$ cat config.mk
export PLATFORM = sky130hd
export DESIGN_NAME = alu_wide_seq
export DESIGN_NICKNAME = d
export VERILOG_FILES = /design/src/rtl/alu_wide_seq.sv
export SDC_FILE = /design/constraint.sdc
export NUM_CORES = 1
export LEC_CHECK = 0
export ABC_AREA = 1
export BUFFER_PORTS_ARGS = -buffer_cell sky130_fd_sc_hd__buf_2
export CELL_PAD_IN_SITES_DETAIL_PLACEMENT = 0
export CELL_PAD_IN_SITES_GLOBAL_PLACEMENT = 1
export CORE_MARGIN = 10
export CORE_UTILIZATION = 41
export CTS_BUF_LIST = sky130_fd_sc_hd__clkbuf_16
export DETAILED_ROUTE_END_ITERATION = 10
export PLACE_DENSITY_LB_ADDON = 0.1
export SYNTH_ARGS = -nofsm -noshare
export SYNTH_HDL_FRONTEND = slang
export SYNTH_SLANG_ARGS = --single-unit
$ cat constraint.sdc
create_clock -name clk -period 3.18 [get_ports clk]
set_input_delay 0.477 -clock clk [delete_from_list [all_inputs] [get_ports clk]]
set_output_delay 0.477 -clock clk [all_outputs]
set_load 0.1 [all_outputs]
$ cat src/rtl/alu_wide_seq.sv
`default_nettype none
// ============================================================================
// Module   : alu_wide_seq
// Brief    : Runs 32-bit commands as two 16-bit steps on an external ALU.
// Revision : 1.0
// ============================================================================
module alu_wide_seq #(
    parameter logic [2:0] IDLE_OP = 3'b110
) (
    input  logic        clk,
    input  logic        rst_n,
    input  logic        req_valid,
    output logic        req_ready,
    input  logic [2:0]  req_cmd,
    input  logic [31:0] req_a,
    input  logic [31:0] req_b,
    output logic        rsp_valid,
    input  logic        rsp_ready,
    output logic [31:0] rsp_result,
    output logic [3:0]  rsp_flags,
    output logic [2:0]  alu_op,
    output logic [3:0]  alu_func,
    output logic [15:0] alu_s1,
    output logic [15:0] alu_s2,
    input  logic [15:0] alu_result,
    input  logic [3:0]  alu_flags
);

    localparam logic [2:0] CMD_ADD  = 3'b000;
    localparam logic [2:0] CMD_AND  = 3'b001;
    localparam logic [2:0] CMD_OR   = 3'b010;
    localparam logic [2:0] CMD_XOR  = 3'b011;
    localparam logic [2:0] CMD_SHL  = 3'b100;
    localparam logic [2:0] CMD_SHR  = 3'b101;
    localparam logic [2:0] CMD_SSHR = 3'b110;
    localparam logic [2:0] CMD_NOT  = 3'b111;
    localparam logic [2:0] OP_STEP  = 3'b000;

    typedef enum logic [2:0] {
        S_IDLE = 3'd0,
        S_LO   = 3'd1,
        S_HI   = 3'd2,
        S_FLG  = 3'd3,
        S_RSP  = 3'd4
    } state_t;

    state_t      state;
    logic [2:0]  cmd_q;
    logic [31:0] a_q;
    logic [31:0] b_q;

    // Right shifts walk from the top half down so the carry enters bit 15 of the low half.
    function automatic logic upper_first(input logic [2:0] cmd);
        return (cmd == CMD_SHR) || (cmd == CMD_SSHR);
    endfunction

    // Returns {func, s1, s2} for one step of a command.
    function automatic logic [35:0] step_drive(input logic [2:0] cmd, input logic [31:0] a,
                                               input logic [31:0] b, input logic second);
        logic        use_hi;
        logic [15:0] a_h;
        logic [15:0] b_h;
        logic [3:0]  func;
        logic [15:0] s1;
        logic [15:0] s2;
        use_hi = upper_first(cmd) ? ~second : second;
        a_h    = use_hi ? a[31:16] : a[15:0];
        b_h    = use_hi ? b[31:16] : b[15:0];
        func   = 4'b0000;
        s1     = 16'd0;
        s2     = a_h;
        case (cmd)
            CMD_ADD:  begin func = second ? 4'b0010 : 4'b0001; s1 = a_h; s2 = b_h; end
            CMD_AND:  begin func = 4'b0101; s1 = a_h; s2 = b_h; end
            CMD_OR:   begin func = 4'b0011; s1 = a_h; s2 = b_h; end
            CMD_XOR:  begin func = 4'b0111; s1 = a_h; s2 = b_h; end
            CMD_SHL:  func = second ? 4'b1111 : 4'b1001;
            CMD_SHR:  func = second ? 4'b1110 : 4'b1010;
            CMD_SSHR: func = second ? 4'b1110 : 4'b1101;
            CMD_NOT:  func = 4'b1000;
            default:  func = 4'b0000;
        endcase
        return {func, s1, s2};
    endfunction

    always_ff @(posedge clk or negedge rst_n) begin
        if (!rst_n) begin
            state      <= S_IDLE;
            cmd_q      <= 3'd0;
            a_q        <= 32'd0;
            b_q        <= 32'd0;
            req_ready  <= 1'b1;
            rsp_valid  <= 1'b0;
            rsp_result <= 32'd0;
            rsp_flags  <= 4'd0;
            alu_op     <= IDLE_OP;
            alu_func   <= 4'd0;
            alu_s1     <= 16'd0;
            alu_s2     <= 16'd0;
        end else begin
            case (state)
                S_IDLE: begin
                    if (req_valid) begin
                        cmd_q     <= req_cmd;
                        a_q       <= req_a;
                        b_q       <= req_b;
                        req_ready <= 1'b0;
                        alu_op    <= OP_STEP;
                        {alu_func, alu_s1, alu_s2} <= step_drive(req_cmd, req_a, req_b, 1'b0);
                        state     <= S_LO;
                    end
                end
                S_LO: begin
                    if (upper_first(cmd_q)) rsp_result[31:16] <= alu_result;
                    else                    rsp_result[15:0]  <= alu_result;
                    {alu_func, alu_s1, alu_s2} <= step_drive(cmd_q, a_q, b_q, 1'b1);
                    state <= S_HI;
                end
                S_HI: begin
                    if (upper_first(cmd_q)) rsp_result[15:0]  <= alu_result;
                    else                    rsp_result[31:16] <= alu_result;
                    alu_op   <= IDLE_OP;
                    alu_func <= 4'd0;
                    alu_s1   <= 16'd0;
                    alu_s2   <= 16'd0;
                    state    <= S_FLG;
                end
                S_FLG: begin
                    // alu_flags now hold the registered flags of the second step.
                    rsp_flags <= {(cmd_q == CMD_ADD) && alu_flags[3],
                                  rsp_result[31],
                                  rsp_result == 32'd0,
                                  ((cmd_q == CMD_ADD) || (cmd_q == CMD_SHL) ||
                                   (cmd_q == CMD_SHR) || (cmd_q == CMD_SSHR)) && alu_flags[0]};
                    rsp_valid <= 1'b1;
                    state     <= S_RSP;
                end
                S_RSP: begin
                    if (rsp_ready) begin
                        rsp_valid <= 1'b0;
                        req_ready <= 1'b1;
                        state     <= S_IDLE;
                    end
                end
                default: state <= S_IDLE;
            endcase
        end
    end

endmodule
`default_nettype wire
* Word level (Yosys, flattened, before mapping)
Cells that the tools add are included.
** Storage, ports and cells
- Input bits :: 91
- Register bits :: 147
** Cells by class
- Reduce and logical (&&, ||, !) cells :: 27
- Equality and inequality tests :: 24
- Muxes and demuxes :: 30
** Operators by type and width (count)
- 16-bit two-way mux :: 12
- 16-bit case mux with 3 select lines :: 2
- 32-bit case mux with 2 select lines :: 1
- 32-bit zero test :: 1
- 4-bit case mux with 8 select lines :: 1
- 4-bit case mux with 7 select lines :: 1
- 3-bit equality test, second input constant :: 9
- 3-bit by 2-bit equality test with 1-bit output, second input constant :: 6
- 3-bit case mux with 5 select lines :: 1
- 2-bit inequality test, second input constant :: 6
- 4-bit case mux with 3 select lines :: 1
- 2-bit AND reduction :: 5
- 3-bit by 1-bit equality test with 1-bit output, second input constant :: 3
- 3-bit zero test :: 3
- 3-bit two-way mux :: 3
- 3-bit AND reduction :: 3
- 2-bit nonzero test :: 4
- 4-bit OR reduction :: 2
- 3-bit case mux with 2 select lines :: 1
- 1-bit logical OR :: 5
- 1-bit two-way mux :: 4
- 4-bit two-way mux :: 1
- 1-bit case mux with 2 select lines :: 2
- 3-bit nonzero test :: 1
- 2 further kinds :: 3

* Depth between registers and ports, before layout
Gate-level depths: netlist of run 1.
- Depth after elaboration :: 7
- Mapped depth :: 10
- Depth with buffers taken out :: 8

* Worst setup path before layout of run 1
No wires, ideal clock.
- Kind :: register -> output
- Start :: register alu_op[1] (netlist name)
- End :: output alu_op[2]
- Path slack :: 1.476 ns
- Path buffers :: 1
- Arrival :: 1.227 ns
- Required time :: 2.703 ns
- Stages on the path, launching flop included :: 2
- Path through :: dfstp_2 buf_4
** RTL lines
- to (decl) :: RTL line 21 : output logic [2:0] alu_op,

* Worst setup path in the final report of run 1
- Start :: register state[1]
- End :: register alu_s1[15]
** Between the ends
- Word-level cells in the longest chain between the ends :: 3
** Ends and longest elaborated chain
- from (decl) :: RTL line 47 : state_t state;
- from (signal assigned) :: RTL line 88 : state <= S_IDLE;
- from (signal assigned) :: RTL line 110 : state <= S_LO;
- from (signal assigned) :: RTL line 117 : state <= S_HI;
- 3-bit by 2-bit equality test with 1-bit output, or another cell as far along :: RTL line 101 : case (state)
- 3-bit nonzero test (no line) or 2-bit inequality test (tied branches)
- 2-bit AND reduction (no line)
- to (signal assigned) :: RTL line 109 : {alu_func, alu_s1, alu_s2} <= step_drive(req_cmd, req_a, req_b, 1'b0);
- to (signal assigned) :: RTL line 116 : {alu_func, alu_s1, alu_s2} <= step_drive(cmd_q, a_q, b_q, 1'b1);
- to (decl) :: RTL line 23 : output logic [15:0] alu_s1,
Parallel ways exist; a longest one is shown, timed or not.
A chain may end at the register's enable or synchronous reset.

==> results.md, run 1 <==
- Clk sinks: 129
- Fillers: 1,550
- Fin nets: 1,101
- Mapped Nets: 944
- Final hold slack: 46.9 ps
- Top layer in use: met5
- Reg2reg path depth: 7
- Slew Limit Headroom: 45.9%
- Synthesis Warnings: 0
- GPL Wtd Cong: 0.812
- Netlist cell types: 28
- TritonCTS clock tree: done
- Synth Area per Inst: 7.51 µm²
- Max-cap violations: 0
- Hold buffer count at cts: 0
- CP Cell Sequence: nor2_1, nand2_1, buf_4, nor2_4, buf_4, nand3_1, a31oi_1
- Core ar.: 15,300 µm²
- Worst-Skew Late Latency: 420 ps
- FF-to-FF Start: state[1]$_DFFE_PN0P_
- Placed insts: 1,202
- Die area: 21,000 µm²
- Dpl hpwl: 15,300 µm
- Critical Path RT: 3520 ps
- Ports: 168
- Die Wd: 145 µm
- Number of port buffers: 164
- Die Y: 145 µm
- Inserted Clock Buffers: 17
- Met2 WL: 9330 µm
- WL final: 20,800 µm
- Tcrit/Tclk final: 71.6%
- Layout cells sized above 1: 22.7%
- Row cnt: 45
- Postcts setup bufs: 0
- Routed wire per std cell: 16.9 µm
- Hold Path Class: in -> async
- Vias per std cell: 4.91
- Fin. Hold Viols: 0
- Crit path capture type: flip-flop
- Reg area: 3230 µm²
- F_max: 0.439 GHz
- Most used cell, CP: buf_4
- Synth Cell Area: 6410 µm²
- Met3 wire length: 1490 µm
- Critical path class: reg -> reg
- Number of global-route vias before repair: 6,191
- Worst R2R Setup Slack: 900 ps
- Clock Root Buffer: clkbuf_16
- Non-filler cells, final: 1,235
- Initial drt markers: 383
- Crit start category: flip-flop
- Clk buf depth: 2
- Post-CTS resize count: 0
- Multi-input logic area: 2540 µm²
- Reg2reg end: alu_s1[15]$_DFFE_PN0P_
- M1 WL: 9630 µm
- Crit Path Max Fanout: 23
- Largest net degree at the start of global routing: 89
- Slew Limit Fails: 0
- Routed Antenna Nets: 0
- Slowest cell on crit path: dfrtp_1
- Synth Register Bits: 129
- First drt pass iteration count: 5
- Finish-stage setup viols: 0
- Status: finished clean
- Setup TNS Final: 0 ps
- Antenna violations before repair: 4
- # H-tree levels: 4
- Worst path max stage delay: 440 ps
- Slew @ Worst Pin: 811 ps
- Vias: 6,059
- Gr usage total: 19.8%
- Area growth, synth to finish: 25.5%
- DRC viols: 0
- Sequential-to-total area share from yosys stat: 50.4%
- Fin crit period: 2280 ps
- First-pass GRT wire length: 33,600 µm
- RSZ-0062 raised after global routing: no
- Grt total ovfl: 0
- Setup Skew: 8.98 ps
- Initial core utilization: 42.0%
- Mapped Cells: 853
- Worst-path clk slew: 60 ps
- CP arrival: 2610 ps
==> logic make-up (layout without fill, tap and decap cells) <==
family | Yosys count | after routing | synth area share (%)
buffers and inverters | 160 | 330 | 10.0
other | 1 | 2 | 0.0585
AND/OR/NAND/NOR | 428 | 428 | 28.5
AO/OA/AOI/OAI | 135 | 135 | 11.0
flip-flops | 129 | 129 | 50.4
==> metal layers <==
layer  GRT usage (%)  up-vias
met5               0        -
met2            29.6      195
met3            6.36       27
met4            6.44        4
met1            26.3     2785
li1                -     3048
==> cell type report <==
type	count	share of cell area (%)
Antenna cell	1	0.0311
Clock buffer	17	5.29
Clock inverter	15	1.96
Inverter	113	5.27
Multi-Input combinational cell	564	31.6
Sequential cell	129	40.2
Tap cell	211	3.28
Timing Repair Buffer	185	12.4
==> synthesized netlist by cell type (all sizes together) <==
master | count | area share [%]
a31oi | 18 | 1.8
clkinv | 1 | 0.059
a21oi | 20 | 1.6
dfrtp | 127 | 50
nand3b | 1 | 0.12
nand3 | 72 | 5.8
conb | 1 | 0.059
nor3 | 2 | 0.16
o31ai | 1 | 0.12
nor3b | 1 | 0.12
nand2 | 227 | 13
inv | 112 | 6.6
o21ai | 96 | 7.6
clkbuf | 26 | 1.5
dfstp | 2 | 0.82
nor2 | 91 | 5.5
buf | 21 | 1.9
nand4 | 34 | 3.3
==> metrics by stage <==
stage / util (%) / worst slack (ps) / instance area (µm²)
floorplan: - / 1480 / 6410
global placement: 48.9 / 942 / 7460
detailed placement: 48.9 / 915 / 7460
CTS: 52.7 / 908 / 8040
global route: 52.7 / 668 / 8040
finish: 52.7 / 902 / 8040
==> critical path: cells and delay by family (launching register included) <==
kind / cells / cell delay, ps
AO/OA/AOI/OAI: 1 / 170
buffers and inverters: 2 / 610
AND/OR/NAND/NOR: 4 / 960
flip-flops: 1 / 440
==> how the worst max path moves through the flow <==
stage | startpoint | to | slack (ps) | cells past startpoint
2_1_floorplan | alu_op[1]$_DFFE_PN1P_ | alu_op[2] | 1480 | 1
3_3_place_gp | state[1]$_DFFE_PN0P_ | alu_s1[12]$_DFFE_PN0P_ | 940 | 7
3_5_place_dp | state[1]$_DFFE_PN0P_ | alu_s1[11]$_DFFE_PN0P_ | 910 | 7
4_1_cts | state[1]$_DFFE_PN0P_ | alu_s1[11]$_DFFE_PN0P_ | 910 | 7
5_1_grt | state[1]$_DFFE_PN0P_ | alu_s1[15]$_DFFE_PN0P_ | 670 | 7
6_report | state[1]$_DFFE_PN0P_ | alu_s1[15]$_DFFE_PN0P_ | 900 | 7
==> cell usage in the layout, fill, tap and decap left out, types with 3 or more instances in the layout <==
| master | Yosys | final |
|---|---|---|
| nor2_1 | 88 | 88 |
| buf_2 | 12 | 163 |
| o21ai_0 | 79 | 79 |
| buf_4 | 5 | 20 |
| inv_6 | 0 | 5 |
| nand4_1 | 34 | 34 |
| nand3_2 | 2 | 3 |
| clkbuf_16 | 0 | 17 |
| nand2_1 | 222 | 222 |
| dfrtp_1 | 127 | 127 |
| o21ai_1 | 16 | 16 |
| a31oi_1 | 18 | 18 |
| a21oi_1 | 20 | 20 |
| nand3_1 | 70 | 69 |
| clkinvlp_4 | 0 | 3 |
| nand2_2 | 5 | 5 |
| inv_1 | 110 | 110 |
==> registers in the layout, summed over array words and instances, names as in the netlist <==
name	count
a_q	32
req_ready	1
alu_s2	16
alu_func	4
rsp_flags	4
alu_s1	16
alu_op	1
cmd_q	3
b_q	16
rsp_valid	1
rsp_result	32
state	3
Power of run 1 is not shown: default switching activity piles up to over one toggle a cycle in this logic, so the estimate is an artifact.
==> inputs of run 2 (changes only) <==
--- a/config.mk
+++ b/config.mk
@@ -10,7 +10,7 @@
 export CELL_PAD_IN_SITES_DETAIL_PLACEMENT = 0
 export CELL_PAD_IN_SITES_GLOBAL_PLACEMENT = 1
 export CORE_MARGIN = 10
-export CORE_UTILIZATION = 41
+export CORE_UTILIZATION = 38
 export CTS_BUF_LIST = sky130_fd_sc_hd__clkbuf_16
 export DETAILED_ROUTE_END_ITERATION = 10
 export PLACE_DENSITY_LB_ADDON = 0.1
==> constraint.sdc (replaced) <==
create_clock -name clk -period 2.2 [get_ports clk]
set_input_delay 0.33 -clock clk [delete_from_list [all_inputs] [get_ports clk]]
set_output_delay 0.33 -clock clk [all_outputs]
set_load 0.1 [all_outputs]
==> run 2 against run 1 <==
Hold slack improved by 52 ps; critical path depth increased by 1; die area increased by 6.8%; critical endpoint is now alu_s2[5]$_DFFE_PN0P_; worst setup slack got worse by 530 ps; core utilization decreased by 3.8 points; routed wire length increased by 0.98%; maximum frequency increased by 25%; design area increased by 0.75%; global-route usage decreased by 0.80 points; first-iteration DRC count decreased by 17%; largest cell class unchanged; clock skew increased by 1.5 ps; final cell count increased by 0.89%.
==> results.md, run 2 (synthesized netlist as in run 1, its figures left out) <==
- First drt pass iteration count: 5 (unchanged)
- Setup TNS Final: 0 ps (unchanged)
- Layout cells sized above 1: 22.7% (about the same)
- Ports: 168 (unchanged)
- Initial drt markers: 318 (was 383)
- Crit path capture type: flip-flop (unchanged)
- Core ar.: 16,600 µm² (was 15,300 µm²)
- Initial core utilization: 38.6% (was 42.0%)
- Clk sinks: 129 (unchanged)
- Die Y: 150 µm (was 145 µm)
- First-pass GRT wire length: 33,400 µm (was 33,600 µm)
- GPL Wtd Cong: 0.835 (was 0.812)
- # H-tree levels: 4 (unchanged)
- Status: finished clean (unchanged)
- Antenna violations before repair: 1 (was 4)
- Worst-path clk slew: 60 ps (about the same)
- Inserted Clock Buffers: 17 (unchanged)
- TritonCTS clock tree: done (unchanged)
- Routed wire per std cell: 16.9 µm (about the same)
- Slew Limit Headroom: 53.4% (was 45.9%)
- Setup Skew: 10.5 ps (was 8.98 ps)
- Grt total ovfl: 0 (unchanged)
- Postcts setup bufs: 0 (unchanged)
- DRC viols: 0 (unchanged)
- Finish-stage setup viols: 0 (unchanged)
- Fin. Hold Viols: 0 (unchanged)
- F_max: 0.547 GHz (was 0.439 GHz)
- FF-to-FF Start: state[0]$_DFFE_PN0P_ (was state[1]$_DFFE_PN0P_)
- WL final: 21,000 µm (was 20,800 µm)
- Fin nets: 1,103 (was 1,101)
- Vias: 6,031 (was 6,059)
- Crit start category: flip-flop (unchanged)
- Dpl hpwl: 15,400 µm (was 15,300 µm)
- CP Capture Point: alu_s2[5]$_DFFE_PN0P_ (was alu_s1[15]$_DFFE_PN0P_)
- Clk buf depth: 2 (unchanged)
- Crit Path Max Fanout: 17 (was 23)
- Top layer in use: met4 (was met5)
- Worst-Skew Late Latency: 420 ps (about the same)
- Most frequent cells in the layout: nand2_1 (222), buf_2 (163), dfrtp_1 (127) (unchanged)
- Row cnt: 47 (was 45)
- Vias per std cell: 4.84 (was 4.91)
- Met2 WL: 10,000 µm (was 9330 µm)
- Reg2reg path depth: 8 (was 7)
- Top flop regs: a_q x32, rsp_result x32 (unchanged)
- Reg2reg end: alu_s2[5]$_DFFE_PN0P_ (was alu_s1[15]$_DFFE_PN0P_)
- Tcrit/Tclk final: 83.1% (was 71.6%)
- Die Wd: 150 µm (was 145 µm)
- CP startpoint: state[0]$_DFFE_PN0P_ (was state[1]$_DFFE_PN0P_)
- M1 WL: 9390 µm (was 9630 µm)
- Slew @ Worst Pin: 699 ps (was 811 ps)
- CP arrival: 2130 ps (was 2610 ps)
- Slew Limit Fails: 0 (unchanged)
- RSZ-0062 raised after global routing: no (unchanged)
- Critical Path RT: 2500 ps (was 3520 ps)
- Die area: 22,500 µm² (was 21,000 µm²)
- Clock Root Buffer: clkbuf_16 (unchanged)
- Number of port buffers: 164 (unchanged)
- Critical path class: reg -> reg (unchanged)
- Hold Path Class: in -> reg (was in -> async)
- Area growth, synth to finish: 26.4% (was 25.5%)
- Gr usage total: 19.0% (was 19.8%)
- Fin crit period: 1830 ps (was 2280 ps)
- Largest net degree at the start of global routing: 77 (was 89)
- Met3 wire length: 1230 µm (was 1490 µm)
- Max-cap violations: 0 (unchanged)
- Commonest non-fill, non-tap cell in the layout: nand2_1 (unchanged)
- Number of global-route vias before repair: 6,186 (was 6,191)
- Routed Antenna Nets: 0 (unchanged)
- Worst R2R Setup Slack: 370 ps (was 900 ps)
-- run 2: area by class of cell --
cell class              count  area, µm²
clock inverters            15        146
diodes                      1       2.50
clock buffers              17        425
multi-input cells         564       2540
repair buffers            187       1050
well taps                 220        275
flip-flops and latches    129       3230
inverters                 113        424
fillers                  1752       8480
-- run 2: worst max-delay path, cell delays in order, from the launching register on --
cell	delay (ps)
dfrtp_1	430
nor2_1	260
nand2_2	200
nand2_2	170
inv_2	70
nand2_2	300
nor2_1	90
nor2_1	120
a21oi_1	70
-- run 2: worst min-delay path by stage --
stage | startpoint | endpoint | slack (ps) | cells after the start
6_report | req_b[19] | b_q[19]$_DFFE_PN0P_ | 100 | 3
5_1_grt | req_b[31] | b_q[31]$_DFFE_PN0P_ | 100 | 3
4_1_cts | req_b[22] | b_q[22]$_DFFE_PN0P_ | 90 | 3
3_5_place_dp | rst_n | a_q[24]$_DFFE_PN0P_ | 320 | 1
3_3_place_gp | rst_n | a_q[24]$_DFFE_PN0P_ | 310 | 1
2_1_floorplan | rst_n | a_q[0]$_DFFE_PN0P_ | 30 | 0
-- run 2: through the flow --
step	cells	utilization (%)	instance area (µm²)	worst slack, ps	hold slack, ps
finish	1246	48.9	8100	372	98.5
global route	1246	48.9	8100	174	96.6
CTS	1245	48.8	8090	224	88.7
detailed placement	1212	45.3	7510	227	317
global placement	1212	45.3	7510	252	314
floorplan	853	-	6410	643	34.4
-- run 2: metal layers --
layer | vias to the layer above | GRT usage [%]
li1 | 3053 | -
met1 | 2794 | 24.2
met2 | 156 | 30.7
met3 | 28 | 4.86
met4 | 0 | 6.22
met5 | - | 0
-- run 2: timing repair --
action                                  4_1_cts  5_1_grt
endpoints found under the hold margin        45        0
endpoints found under the setup margin        0        2
resized for setup                             0        1
hold buffers                                  1        0
Power of run 2 is left out for the same reason.
==> inputs of run 3 (changes only) <==
--- a/config.mk
+++ b/config.mk
@@ -10,7 +10,7 @@
 export CELL_PAD_IN_SITES_DETAIL_PLACEMENT = 0
 export CELL_PAD_IN_SITES_GLOBAL_PLACEMENT = 1
 export CORE_MARGIN = 10
-export CORE_UTILIZATION = 38
+export CORE_UTILIZATION = 34
 export CTS_BUF_LIST = sky130_fd_sc_hd__clkbuf_16
 export DETAILED_ROUTE_END_ITERATION = 10
 export PLACE_DENSITY_LB_ADDON = 0.1
==> constraint.sdc (replaced) <==
create_clock -name clk -period 1.6 [get_ports clk]
set_input_delay 0.24 -clock clk [delete_from_list [all_inputs] [get_ports clk]]
set_output_delay 0.24 -clock clk [all_outputs]
set_load 0.1 [all_outputs]
==> run 3 against run 2 <==
The run now ends with negative setup slack left; worst setup slack worse by 380 ps; sequential cell count unchanged; global-route usage down 1.4 points; routed wire length up 5.0%; design area up 13%; critical path type unchanged; first-iteration DRC count up 0.94%; critical path depth up 1.
==> results.md, run 3 (synthesized netlist as in run 1, its figures left out) <==
- Status: finished, violations left (was finished clean)
- Failing checks: negative setup slack
- Ports: 168 (unchanged)
- Routed wire per std cell: 17.0 µm (was 16.9 µm)
- Area growth, synth to finish: 42.5% (was 26.4%)
- Most frequent cells in the layout: nand2_1 (206), buf_2 (160), dfrtp_1 (127) (was nand2_1 (222), buf_2 (163), dfrtp_1 (127))
- RSZ-0062 raised after global routing: yes (was no)
- Fin. Hold Viols: 0 (unchanged)
- Crit start category: flip-flop (unchanged)
- F_max: 0.622 GHz (was 0.547 GHz)
- Initial drt markers: 321 (was 318)
- Fin nets: 1,139 (was 1,103)
- First-pass GRT wire length: 33,800 µm (was 33,400 µm)
- DRC viols: 0 (unchanged)
- CP arrival: 1960 ps (was 2130 ps)
- Critical path class: reg -> reg (unchanged)
- Worst R2R Setup Slack: -7 ps (was 370 ps)
- Vias per std cell: 4.80 (was 4.84)
- Top flop regs: a_q x32, rsp_result x32 (unchanged)
- Final hold slack: 17.2 ps (was 98.5 ps)
- Slew @ Worst Pin: 517 ps (was 699 ps)
- Grt total ovfl: 0 (unchanged)
- Antenna violations before repair: 6 (was 1)
- Vias: 6,225 (was 6,031)
- Die area: 24,700 µm² (was 22,500 µm²)
- Slew Limit Fails: 0 (unchanged)
- Commonest non-fill, non-tap cell in the layout: nand2_1 (unchanged)
- GPL Wtd Cong: 0.798 (was 0.835)
- Slowest cell on crit path: dfrtp_1 (unchanged)
- Crit Path Max Fanout: 5 (was 17)
- Reg2reg path depth: 9 (was 8)
- Worst-Skew Late Latency: 420 ps (about the same)
- Core ar.: 18,600 µm² (was 16,600 µm²)
- Setup WS post-layout: -6.87 ps (was 372 ps)
- WL final: 22,100 µm (was 21,000 µm)
- Setup TNS Final: -12.3 ps (was 0 ps)
- Routed Antenna Nets: 0 (unchanged)
- Worst path max stage delay: 410 ps (was 430 ps)
- Dpl hpwl: 16,200 µm (was 15,400 µm)
- Reg2reg end: alu_s2[12]$_DFFE_PN0P_ (was alu_s2[5]$_DFFE_PN0P_)
- Number of global-route vias before repair: 6,376 (was 6,186)
- TritonCTS clock tree: done (unchanged)
- Gr usage total: 17.6% (was 19.0%)
- FF-to-FF Start: state[1]$_DFFE_PN0P_ (was state[0]$_DFFE_PN0P_)
- Die Wd: 157 µm (was 150 µm)
- Largest net degree at the start of global routing: 43 (was 77)
- Hold EP: b_q[17]$_DFFE_PN0P_ (was b_q[19]$_DFFE_PN0P_)
- Inserted Clock Buffers: 17 (unchanged)
- CP Cell Sequence: nor2_2, nand2_2, buf_6, nor2_4, clkbuf_16, nand3_4, nand2_2, inv_2, a21oi_2 (was nor2_1, nand2_2, nand2_2, inv_2, nand2_2, nor2_1, nor2_1, a21oi_1)
- Most used cell, CP: nand2_2
- Finish-stage setup viols: 2 (was 0)
- Crit path capture type: flip-flop (unchanged)
- Number of port buffers: 164 (unchanged)
- Slew Limit Headroom: 65.8% (was 53.4%)
- Row cnt: 50 (was 47)
- Hold Path Class: in -> reg (unchanged)
- Clk buf depth: 2 (unchanged)
- Hold wc startpoint: req_b[17] (was req_b[19])
- Fillers: 1,897 (was 1,752)
- Worst-path clk slew: 60 ps (about the same)
- Die Y: 157 µm (was 150 µm)
- Max-cap violations: 0 (unchanged)
- Initial core utilization: 34.4% (was 38.6%)
- Hold Path Depth: 3 (unchanged)
- Clock Root Buffer: clkbuf_16 (unchanged)
- Setup Skew: 6.56 ps (was 10.5 ps)
- Fin crit period: 1610 ps (was 1830 ps)
- First drt pass iteration count: 5 (unchanged)
- Clk sinks: 129 (unchanged)
- Layout cells sized above 1: 31.8% (was 22.7%)
- # H-tree levels: 4 (unchanged)
- Tcrit/Tclk final: 100% (was 83.1%)
- Critical Path RT: 1950 ps (was 2500 ps)
-- run 3: final cells by class --
type                            count  area (µm²)  area share [%]
Timing Repair Buffer              223        1600            17.5
Sequential cell                   129        3230            35.4
Multi-Input combinational cell    564        2870            31.4
Tap cell                          234         293            3.21
Antenna cell                        2        5.00          0.0548
Clock inverter                     15         279            3.06
Inverter                          113         427            4.67
Clock buffer                       17         425            4.66
-- run 3: routing by layer --
| metal | share of wire (%) | routed length [µm] | track usage [%] |
|---|---|---|---|
| met1 | 45 | 9930 | 22.3 |
| met2 | 46 | 10100 | 27.1 |
| met3 | 7.8 | 1730 | 6.69 |
| met4 | 1.3 | 286 | 5.21 |
| met5 | 0.31 | 69 | 0 |
-- run 3: repair_timing --
| item | 4_1_cts | 5_1_grt |
|---|---|---|
| endpoints found under the hold margin | 29 | 0 |
| hold buffers | 3 | 0 |
| buffers inserted | 0 | 3 |
| cloned | 0 | 5 |
| pin swaps | 0 | 26 |
| setup endpoints to repair | 20 | 72 |
| resized for setup | 3 | 100 |
-- run 3: through the flow --
step                setup slack [ps]  utilization (%)  cells  instance area, µm²
CTS                            -62.3             46.2   1288                8620
finish                         -6.87             49.0   1297                9130
floorplan                        117                -    853                6410
global placement                -125             42.2   1253                7870
global route                   -99.4             48.9   1295                9120
detailed placement              -171             42.2   1253                7870
-- run 3: worst max-delay path, delay by kind of cell, from the launching register on --
family / cells / cell delay, ps
AND/OR/NAND/NOR: 5 / 620
flip-flops: 1 / 410
buffers and inverters: 3 / 400
AO/OA/AOI/OAI: 1 / 100
-- run 3: worst max-delay path by stage --
| stage | from | slack, ps | end | cells after the start |
|---|---|---|---|---|
| 3_5_place_dp | state[1]$_DFFE_PN0P_ | -170 | alu_s1[12]$_DFFE_PN0P_ | 6 |
| 5_1_grt | state[1]$_DFFE_PN0P_ | -100 | alu_s2[6]$_DFFE_PN0P_ | 9 |
| 2_1_floorplan | state[2]$_DFFE_PN0P_ | 120 | alu_s2[10]$_DFFE_PN0P_ | 9 |
| 3_3_place_gp | state[1]$_DFFE_PN0P_ | -130 | alu_s1[12]$_DFFE_PN0P_ | 6 |
| 4_1_cts | alu_op[1]$_DFFE_PN1P_ | -60 | alu_op[1] | 1 |
| 6_report | state[1]$_DFFE_PN0P_ | -7 | alu_s2[12]$_DFFE_PN0P_ | 9 |
Power of run 3 is left out for the same reason.
